## src/rtl/fft_sched_pkg.sv

```systemverilog
// Shared types and width helpers for the FFT frame scheduler.
package fft_sched_pkg;

  // Ceiling log2 with a floor of 1 so single-entry structures still get a real bit.
  function automatic int clog2(input int value);
    int r;
    r = 0;
    while ((1 << r) < value) r++;
    return (r < 1) ? 1 : r;
  endfunction

  // Round-robin search order: offset i after the previous grant, modulo nreq.
  function automatic int rr_next(input int last, input int offset, input int nreq);
    return (last + 1 + offset) % nreq;
  endfunction

  typedef enum logic {
    IDLE   = 1'b0,
    STREAM = 1'b1
  } sched_state_e;

  localparam int DEF_N            = 1024;
  localparam int DEF_NREQ         = 4;
  localparam int DEF_MAX_INFLIGHT = 2;
  localparam int DEF_CNT_W        = clog2(DEF_N);
  localparam int DEF_ID_W         = clog2(DEF_NREQ);
  localparam int DEF_IF_W         = clog2(DEF_MAX_INFLIGHT + 1);

endpackage

```

## src/rtl/fft_tag_fifo.sv

```systemverilog
// Owner-tag FIFO for frames in flight inside the FFT core; push and pop may coincide.
module fft_tag_fifo
  import fft_sched_pkg::*;
#(
  parameter int DEPTH = 2,
  parameter int TAG_W = 2
) (
  input  logic             clock,
  input  logic             reset,
  input  logic             push,
  input  logic [TAG_W-1:0] push_tag,
  input  logic             pop,
  output logic [TAG_W-1:0] head,
  output logic             empty,
  output logic             full
);

  localparam int PTR_W = clog2(DEPTH);
  localparam int CNT_W = clog2(DEPTH + 1);

  logic [TAG_W-1:0] mem [DEPTH];
  logic [PTR_W-1:0] wr_ptr;
  logic [PTR_W-1:0] rd_ptr;
  logic [CNT_W-1:0] count;
  logic             do_push;
  logic             do_pop;

  assign empty   = (count == '0);
  assign full    = (count == CNT_W'(DEPTH));
  assign do_pop  = pop && !empty;
  // A pop in the same cycle frees the slot being written when full.
  assign do_push = push && (!full || do_pop);
  assign head    = mem[rd_ptr];

  always_ff @(posedge clock) begin
    if (do_push) mem[wr_ptr] <= push_tag;
  end

  always_ff @(posedge clock) begin
    if (reset) begin
      wr_ptr <= '0;
      rd_ptr <= '0;
      count  <= '0;
    end else begin
      if (do_push) wr_ptr <= (wr_ptr == PTR_W'(DEPTH - 1)) ? '0 : wr_ptr + PTR_W'(1);
      if (do_pop)  rd_ptr <= (rd_ptr == PTR_W'(DEPTH - 1)) ? '0 : rd_ptr + PTR_W'(1);
      case ({do_push, do_pop})
        2'b10:   count <= count + CNT_W'(1);
        2'b01:   count <= count - CNT_W'(1);
        default: count <= count;
      endcase
    end
  end

endmodule

```

## src/rtl/fft_frame_sched.sv

```systemverilog
// Shares one streaming FFT core among NREQ requesters, granting whole frames round-robin
// and steering each result frame back to the owner of the oldest frame in flight.
//
//   state  | meaning
//   IDLE   | no frame streaming; picks next requester if the core has room
//   STREAM | granted requester feeds samples until N beats have been accepted
module fft_frame_sched
  import fft_sched_pkg::*;
#(
  parameter int N            = 1024,
  parameter int WIDTH        = 32,
  parameter int NREQ         = 4,
  parameter int MAX_INFLIGHT = 2
) (
  input  logic                    clock,
  input  logic                    reset,
  input  logic [NREQ-1:0]         req_valid,
  output logic [NREQ-1:0]         req_ready,
  input  logic [NREQ*WIDTH-1:0]   req_re,
  input  logic [NREQ*WIDTH-1:0]   req_im,
  output logic                    di_en,
  output logic [WIDTH-1:0]        di_re,
  output logic [WIDTH-1:0]        di_im,
  input  logic                    do_en,
  input  logic [WIDTH-1:0]        do_re,
  input  logic [WIDTH-1:0]        do_im,
  output logic [NREQ-1:0]         res_valid,
  output logic [WIDTH-1:0]        res_re,
  output logic [WIDTH-1:0]        res_im,
  output logic                    res_last,
  output logic [clog2(NREQ)-1:0]  res_id,
  output logic                    busy,
  output logic                    err_orphan
);

  localparam int CNT_W = clog2(N);
  localparam int ID_W  = clog2(NREQ);
  localparam int IF_W  = clog2(MAX_INFLIGHT + 1);

  sched_state_e     state;
  sched_state_e     state_nxt;
  logic [ID_W-1:0]  gnt;
  logic [ID_W-1:0]  last_grant;
  logic [ID_W-1:0]  pick_idx;
  logic [ID_W-1:0]  cand;
  logic             pick_found;
  logic             admit_ok;
  logic             grant_now;
  logic             accept;
  logic             frame_end;

  logic [CNT_W-1:0] in_cnt;
  logic [CNT_W-1:0] out_cnt;
  logic [IF_W-1:0]  inflight;

  logic [ID_W-1:0]  tag_head;
  logic             tag_empty;
  logic             tag_full;
  logic             out_beat;
  logic             out_last;
  logic             orphan;

  always_comb begin
    pick_found = 1'b0;
    pick_idx   = '0;
    cand       = '0;
    for (int i = 0; i < NREQ; i++) begin
      cand = ID_W'(rr_next(int'(last_grant), i, NREQ));
      if (!pick_found && req_valid[cand]) begin
        pick_found = 1'b1;
        pick_idx   = cand;
      end
    end
  end

  // Tag FIFO fullness mirrors inflight; both guard admission.
  assign admit_ok  = (inflight < IF_W'(MAX_INFLIGHT)) && !tag_full;
  assign grant_now = (state == IDLE) && pick_found && admit_ok;

  always_comb begin
    state_nxt = state;
    req_ready = '0;
    accept    = 1'b0;
    frame_end = 1'b0;
    case (state)
      IDLE: begin
        if (grant_now) state_nxt = STREAM;
      end
      STREAM: begin
        req_ready[gnt] = 1'b1;
        accept         = req_valid[gnt];
        frame_end      = accept && (in_cnt == CNT_W'(N - 1));
        if (frame_end) state_nxt = IDLE;
      end
      default: state_nxt = IDLE;
    endcase
  end

  always_ff @(posedge clock) begin
    if (reset) state <= IDLE;
    else       state <= state_nxt;
  end

  // Requester 0 leads after reset because the search starts just past NREQ-1.
  always_ff @(posedge clock) begin
    if (reset) begin
      gnt        <= '0;
      last_grant <= ID_W'(NREQ - 1);
    end else if (grant_now) begin
      gnt        <= pick_idx;
      last_grant <= pick_idx;
    end
  end

  always_ff @(posedge clock) begin
    if (reset) begin
      di_en  <= 1'b0;
      di_re  <= '0;
      di_im  <= '0;
      in_cnt <= '0;
    end else begin
      di_en <= accept;
      if (accept) begin
        di_re  <= req_re[int'(gnt)*WIDTH +: WIDTH];
        di_im  <= req_im[int'(gnt)*WIDTH +: WIDTH];
        in_cnt <= frame_end ? '0 : in_cnt + CNT_W'(1);
      end
    end
  end

  assign out_beat = do_en && !tag_empty;
  assign out_last = out_beat && (out_cnt == CNT_W'(N - 1));
  assign orphan   = do_en && tag_empty;

  always_ff @(posedge clock) begin
    if (reset) begin
      res_valid  <= '0;
      res_re     <= '0;
      res_im     <= '0;
      res_last   <= 1'b0;
      res_id     <= '0;
      out_cnt    <= '0;
      err_orphan <= 1'b0;
    end else begin
      res_valid <= out_beat ? (NREQ'(1) << tag_head) : '0;
      res_last  <= out_last;
      if (out_beat) begin
        res_re  <= do_re;
        res_im  <= do_im;
        res_id  <= tag_head;
        out_cnt <= out_last ? '0 : out_cnt + CNT_W'(1);
      end
      if (orphan) err_orphan <= 1'b1;
    end
  end

  always_ff @(posedge clock) begin
    if (reset) begin
      inflight <= '0;
    end else begin
      case ({frame_end, out_last})
        2'b10:   inflight <= inflight + IF_W'(1);
        2'b01:   inflight <= inflight - IF_W'(1);
        default: inflight <= inflight;
      endcase
    end
  end

  assign busy = (state == STREAM) || (inflight != '0);

  fft_tag_fifo #(
    .DEPTH (MAX_INFLIGHT),
    .TAG_W (ID_W)
  ) u_tag_fifo (
    .clock    (clock),
    .reset    (reset),
    .push     (frame_end),
    .push_tag (gnt),
    .pop      (out_last),
    .head     (tag_head),
    .empty    (tag_empty),
    .full     (tag_full)
  );

endmodule

```

## config.mk

```make
export PLATFORM = sky130hd
export DESIGN_NAME = fft_frame_sched
export DESIGN_NICKNAME = d
export VERILOG_FILES = /design/src/rtl/fft_sched_pkg.sv /design/src/rtl/fft_tag_fifo.sv /design/src/rtl/fft_frame_sched.sv
export SDC_FILE = /design/constraint.sdc
export NUM_CORES = 1
export LEC_CHECK = 0
export CORE_AREA = 3 3 182 184
export CTS_CLUSTER_DIAMETER = 100
export DETAILED_ROUTE_END_ITERATION = 7
export DIE_AREA = 0 0 185 187
export SYNTH_ARGS = -nofsm -noshare
export SYNTH_HDL_FRONTEND = slang
export SYNTH_SLANG_ARGS = --single-unit
export TNS_END_PERCENT = 50
```

## constraint.sdc

```tcl
create_clock -name clock -period 3.1 [get_ports clock]
set_clock_uncertainty 0.2 [all_clocks]
set_input_delay 0.31 -clock clock [delete_from_list [all_inputs] [get_ports clock]]
set_output_delay 0.31 -clock clock [all_outputs]
set_load 0.02 [all_outputs]
```

Word-level counts from Yosys, hierarchy flattened
Memory sizes are Yosys's and may differ from the RTL's. A register that Yosys moved wholly into a read port is not among the register bits. Cells that the tools add are included.

Register bits after elaboration: 168. Memories kept: 1. Word-level logic and storage cells: 111. Input bits: 327. RAM bits: 4. Output and inout port bits: 142.

Magnitude comparators: 7. Equality and inequality tests: 7. Bitwise gates (word level): 2. Shift operators: 3. Muxes and demuxes: 36. $add $sub $neg: 12. Reduce and logical (&&, ||, !) cells: 25.

Memories: u_tag_fifo.mem (depth 2, bits a word 2, rd ports 1, clocked after memory_dff 1, write ports 1, line fft_tag_fifo.sv:21) `logic [TAG_W-1:0] mem [DEPTH];`.

Operators by type and width (count): $shiftx 128x8->32 (2); $add 10x1->10 const B (2); $eq 10x10->1 const B (2); $mux 1 (20); $mux 10 (2); $lt 2x3->1 const B (5); $logic_and 1x1->1 (13); $bmux 1 s2 (5); $mux 2 (4); $pmux 2 s2 (2); $add 2x1->2 const B (3); $add 2x2->2 const B (3); $eq 2x2->1 const B (3); $reduce_bool 2->1 (3); $logic_not 1->1 (5); $eq 2x1->1 const B (2); $mux 4 (1); $shl 1x2->4 const A (1); $sub 2x1->2 const B (2); $add 1x1->1 const B (2); $demux 1 s2 (1); $ge 2x1->1 const B (1); $logic_not 2->1 (1); $logic_or 1x1->1 (2); other kinds (4) (5).

Logic depth before layout (Yosys ltp)
Depth after elaboration: 17. Mapped depth: 9. Gate-level depth less buffers: 8.

Modules after synthesis
A second synthesis with hierarchy kept.

Cells, all modules: 862. Area total of the unflattened synthesis: 7876.3 µm².

Modules (own cells, without submodules): fft_frame_sched (area an instance 7507.2 µm², cells an instance 830, instances 1, sequential area each 3283.1 µm²); fft_tag_fifo (area an instance 369.1 µm², cells an instance 32, instances 1, sequential area each 220.2 µm²).

Worst setup path after synthesis
No wires, ideal clock.

Path type: register to register. From: reg out_cnt[2]. To: reg u_tag_fifo.count[1]. Cell stages (with the launch flop): 7. Required time: 2.830 ns. Setup time: 0.070 ns. Buffers on the path: 0. Path slack: 0.767 ns. Clock period less this slack: 2.333 ns. Arrival time: 2.062 ns. Path through: dfxtp_1 > nand3_1 > o41ai_1 > nand3_1 > ha_1 > or3_1 > a21oi_1.

Cells in the longest elaborated chain, start to end: 7. Elaborated cells on any way between the ends: 9. Classes of those cells: 3 x eq/ne; 1 x mux; 5 x reduce/logical.

Ends and longest elaborated chain: start, declared (line fft_frame_sched.sv:53) `logic [CNT_W-1:0] out_cnt;`; start signal, assigned (line fft_frame_sched.sv:151) `out_cnt <= out_last ? '0 : out_cnt + CNT_W'(1);`; $eq 10x10->1 (*) (line fft_frame_sched.sv:132) `assign out_last = out_beat && (out_cnt == CNT_W'(N - 1));`; $logic_and 1x1->1 (*) (line fft_frame_sched.sv:132); $logic_and 1x1->1 (*) (line fft_tag_fifo.sv:30) `assign do_pop = pop && !empty;`; $logic_or 1x1->1 (line fft_tag_fifo.sv:32) `assign do_push = push && (!full || do_pop);`; $logic_and 1x1->1 (line fft_tag_fifo.sv:32); $eq 2x1->1 / $eq 2x2->1 (equally long branches) (line fft_tag_fifo.sv:47) `case ({do_push, do_pop})`; $pmux 2 s2 / $reduce_bool 2->1 (equally long branches); end signal, assigned (line fft_tag_fifo.sv:48) `2'b10: count <= count + CNT_W'(1);`; end signal, assigned (line fft_tag_fifo.sv:49) `2'b01: count <= count - CNT_W'(1);`; end signal, assigned (line fft_tag_fifo.sv:50) `default: count <= count;`; end, declared (line fft_tag_fifo.sv:24) `logic [CNT_W-1:0] count;`.

Every way passes the cells marked *; elsewhere a longest branch is shown, timed or not. A chain may end at the register's enable or synchronous reset.

Worst setup path in the final report
From: reg gnt[1]. To: out req_ready[3].

Cells in the longest elaborated chain, start to end: 5. Elaborated cells on any way between the ends: 6. Classes of those cells: 2 x order compare; 3 x mux; 1 x reduce/logical.

Ends and longest elaborated chain: start, declared (line fft_frame_sched.sv:42) `logic [ID_W-1:0] gnt;`; start signal, assigned (line fft_frame_sched.sv:110) `gnt <= pick_idx;`; $lt 2x3->1 (not written as such) / $ge 2x1->1 (equally long branches) (line fft_frame_sched.sv:90) `req_ready[gnt] = 1'b1;`; $logic_and 1x1->1 (not written as such) (line fft_frame_sched.sv:90); $mux 1 (not written as such) (line fft_frame_sched.sv:90); $demux 1 s2 (*) (line fft_frame_sched.sv:90); $mux 4 (*) (line fft_frame_sched.sv:85) `case (state)`; end, declared (line fft_frame_sched.sv:18) `output logic [NREQ-1:0] req_ready,`.

Marks and branches as above.

==> results.ini <==
[run_status]
status=finished clean

[setup_path]
crit_required_ns=2.59
cp_top_family=buffers and inverters
startpoint_type=flop
critical-path-max-stage-delay_ns=0.66
path_cells=buf_4 -> inv_1 -> nor2_1 -> clkdlybuf4s50_1
critPathBufInv=3
critPathKind=reg2out
cp.arrival_ns=2.38
crit_path_max_fanout=42
cp-end-kind=output pin
critPathSlowestCell=clkdlybuf4s50_1

[grt]
use_met1_pct=18.7
grt_start_max_net_pins=77
antenna_found_initial=5
grt_usage_pct=17.2
grt_pass1_vias=8262
grt_use_met3_pct=6.24
grt_pass1_wl_um=46400
use_met2_pct=31.2
grt-ovfl-total=0
top_usage_layer=met2

[timing]
final-max-slew-violation-count=0
final-hold-violation-count=0
setup_tns_ns=0
tightest_slew_ns=0.979
post-route-period-util_pct=93.1
period_needed_ns=2.89
max-slew-margin-rel_pct=34.5
max_freq_mhz=346
setup_violations=0
rsz0062_at_grt=false

[drt]
wirelength_um=30800
drt_pre_antenna_iters=4
drt-initial-drc-count=293
drc_errors=0
ant_nets=0
viasPerCell=4.63
wl_per_cell_um=17.9
vias=7947

[place]
dpl.cell_count=1681
dp_hpwl_um=23700
io_buffers=468
gp_congestion=0.810

[yosys]
ys.flop_type=dfxtp_1
synthArstFlopShare_pct=0
ys_ff_latch=173
synthCells=864
synth_warnings=0
synth-edff-count=4
avgSynthCellArea_um2=9.19
syn_area_um2=7940
yosysSeqAreaShare_pct=44.1
synthDistinctLibCells=46
syn-num-nets=1195

[power]
clockPowerShare_pct=38.1
sw_frac_of_total_pct=27.1
internal_power_mw=4.27
p_seq_share_pct=40.3
p_sw_mw=1.59
p_leak_nw=4.57
ir_drop_mv=0.381
p_per_area_nw_per_um2=430
combPwrFrac_pct=21.6

[clock_tree]
cts_tree=yes
cts_setup_buffers=0
clkLatencyLatePin_ns=0.43
cts.reportedPaths.clkPinSlew_ns=0.07
cts_buffers=17
root_buffer=clkbuf_16
clockBufferDepth=2
cts.sinks=173
ctsHoldBuffers=0
cts-resized-gates=0
cts_htree_levels=4

[finish]
final_layout_size_suffix_gt1_share_pct=9.84
area_delta_synth_final_pct=71.7
nFillCells=3103
final_common_cell=clkdlybuf4s50_1
fin_nets=1629
layout_common_cells=467 x clkdlybuf4s50_1, 270 x nand2_1, 167 x dfxtp_1, 145 x a21oi_1, 64 x mux4_2
final_cells=1716

[floorplanning]
rows=65
core_um2=31600
num_io_pins=469
die_h_um=187
die_area_um2=34600
start_util_pct=25.2
die_w_um=185

[flow_run]
max-cap-violations=0

[hold_path]
worstHoldPathType=in2reg

==> worst register-to-register path, delay by kind of cell (launching register included) <==
| family | cells | cell delay [ns] |
|---|---|---|
| DFF | 1 | 0.41 |
| adders and majority gates | 1 | 0.35 |
| AOI/OAI and AO/OA | 2 | 0.78 |
| and+or+nand+nor | 3 | 0.82 |
==> sequential cells by signal, indices dropped and copies added, names as in the netlist, 4 cells and up, named ones only <==
register / cells
di_im: 32
di_re: 32
res_im: 32
res_re: 32
in_cnt: 10
out_cnt: 10
res_valid: 4
u_tag_fifo.mem: 4
==> through the flow <==
stage	hold slack [ns]	util, %	power (mW)	area (um2)	setup slack, ns
floorplan	0.224	-	3.00	7940	0.767
global placement	0.237	41.2	3.69	13000	0.475
detailed placement	0.242	41.2	3.70	13000	0.455
CTS	0.108	43.2	5.96	13600	0.133
global route	0.133	43.2	6.14	13600	0.0543
finish	0.110	43.2	5.86	13600	0.214
==> cells by family after synthesis <==
family          count (synthesis)  synth area share (%)
fa+ha+maj                       4                 0.630
compound gates                172                  11.8
mux                            72                  19.2
flops                         173                  44.1
xor+xnor                       13                  1.43
buf+inv                        79                  4.51
simple gates                  351                  18.3
==> cell usage after synthesis, types with 2 or more instances <==
| library cell | number | share of area, % |
|---|---|---|
| o31ai_1 | 5 | 0.47 |
| nor3_1 | 9 | 0.57 |
| buf_4 | 13 | 1.2 |
| buf_1 | 5 | 0.24 |
| or4_1 | 6 | 0.57 |
| mux2_2 | 5 | 0.71 |
| buf_2 | 10 | 0.63 |
| mux2i_1 | 3 | 0.38 |
| and4_1 | 2 | 0.22 |
| nor2_1 | 29 | 1.4 |
| dfxtp_1 | 169 | 43 |
| nand2b_1 | 2 | 0.16 |
| xor2_1 | 6 | 0.66 |
| ha_1 | 4 | 0.63 |
| o221ai_1 | 2 | 0.22 |
| nand3_1 | 9 | 0.57 |
| clkbuf_1 | 41 | 1.9 |
| nand2_1 | 270 | 13 |
| a21oi_1 | 145 | 9.1 |
| mux4_2 | 64 | 18 |
| edfxtp_1 | 4 | 1.5 |
| o211ai_1 | 2 | 0.19 |
| or3_1 | 6 | 0.47 |
| inv_1 | 10 | 0.47 |
| and3_1 | 2 | 0.16 |
| or2_2 | 2 | 0.16 |
| xnor2_1 | 7 | 0.77 |
| nand4_1 | 6 | 0.47 |
| nor2b_1 | 5 | 0.39 |
| o21ai_0 | 5 | 0.32 |
==> path summary, 6_finish.rpt <==
check,from,depth (start not counted),slack (ns),endpoint
worst min register to register,di_im[9],2,0.25,di_im[9]
worst min-delay path,reset,2,0.11,di_en
worst max register to register,out_cnt[5],6,0.48,u_tag_fifo.count[1]
worst max-delay path,gnt[1],4,0.21,req_ready[3]
==> layer usage <==
layer  routed length, um  share of wire (%)
met1               11600                 38
met2               15900                 52
met3                2700                8.8
met4                 507                1.6
met5                  47               0.15
==> cell type report <==
| cell class | instances | area [um2] | share of cell area [%] |
|---|---|---|---|
| antenna | 3 | 7.51 | 0.0551 |
| clock buffer | 18 | 450 | 3.30 |
| clock inverter | 14 | 170 | 1.25 |
| inverter | 10 | 37.5 | 0.275 |
| multi-input combinational | 612 | 4100 | 30.1 |
| sequential | 173 | 3510 | 25.7 |
| tap | 402 | 503 | 3.69 |
| timing repair buffer | 484 | 4860 | 35.6 |
==> power by group through the flow <==
| stage | Combinational (mW) | Sequential (mW) | Clock, mW |
|---|---|---|---|
| after floorplan | 0.517 | 2.48 | 0 |
| after global placement | 1.28 | 2.41 | 0 |
| after detailed placement | 1.29 | 2.41 | 0 |
| after CTS | 1.29 | 2.36 | 2.31 |
| after global routing | 1.36 | 2.37 | 2.41 |
| final | 1.27 | 2.36 | 2.23 |
Power figures use the tool's default switching activity.
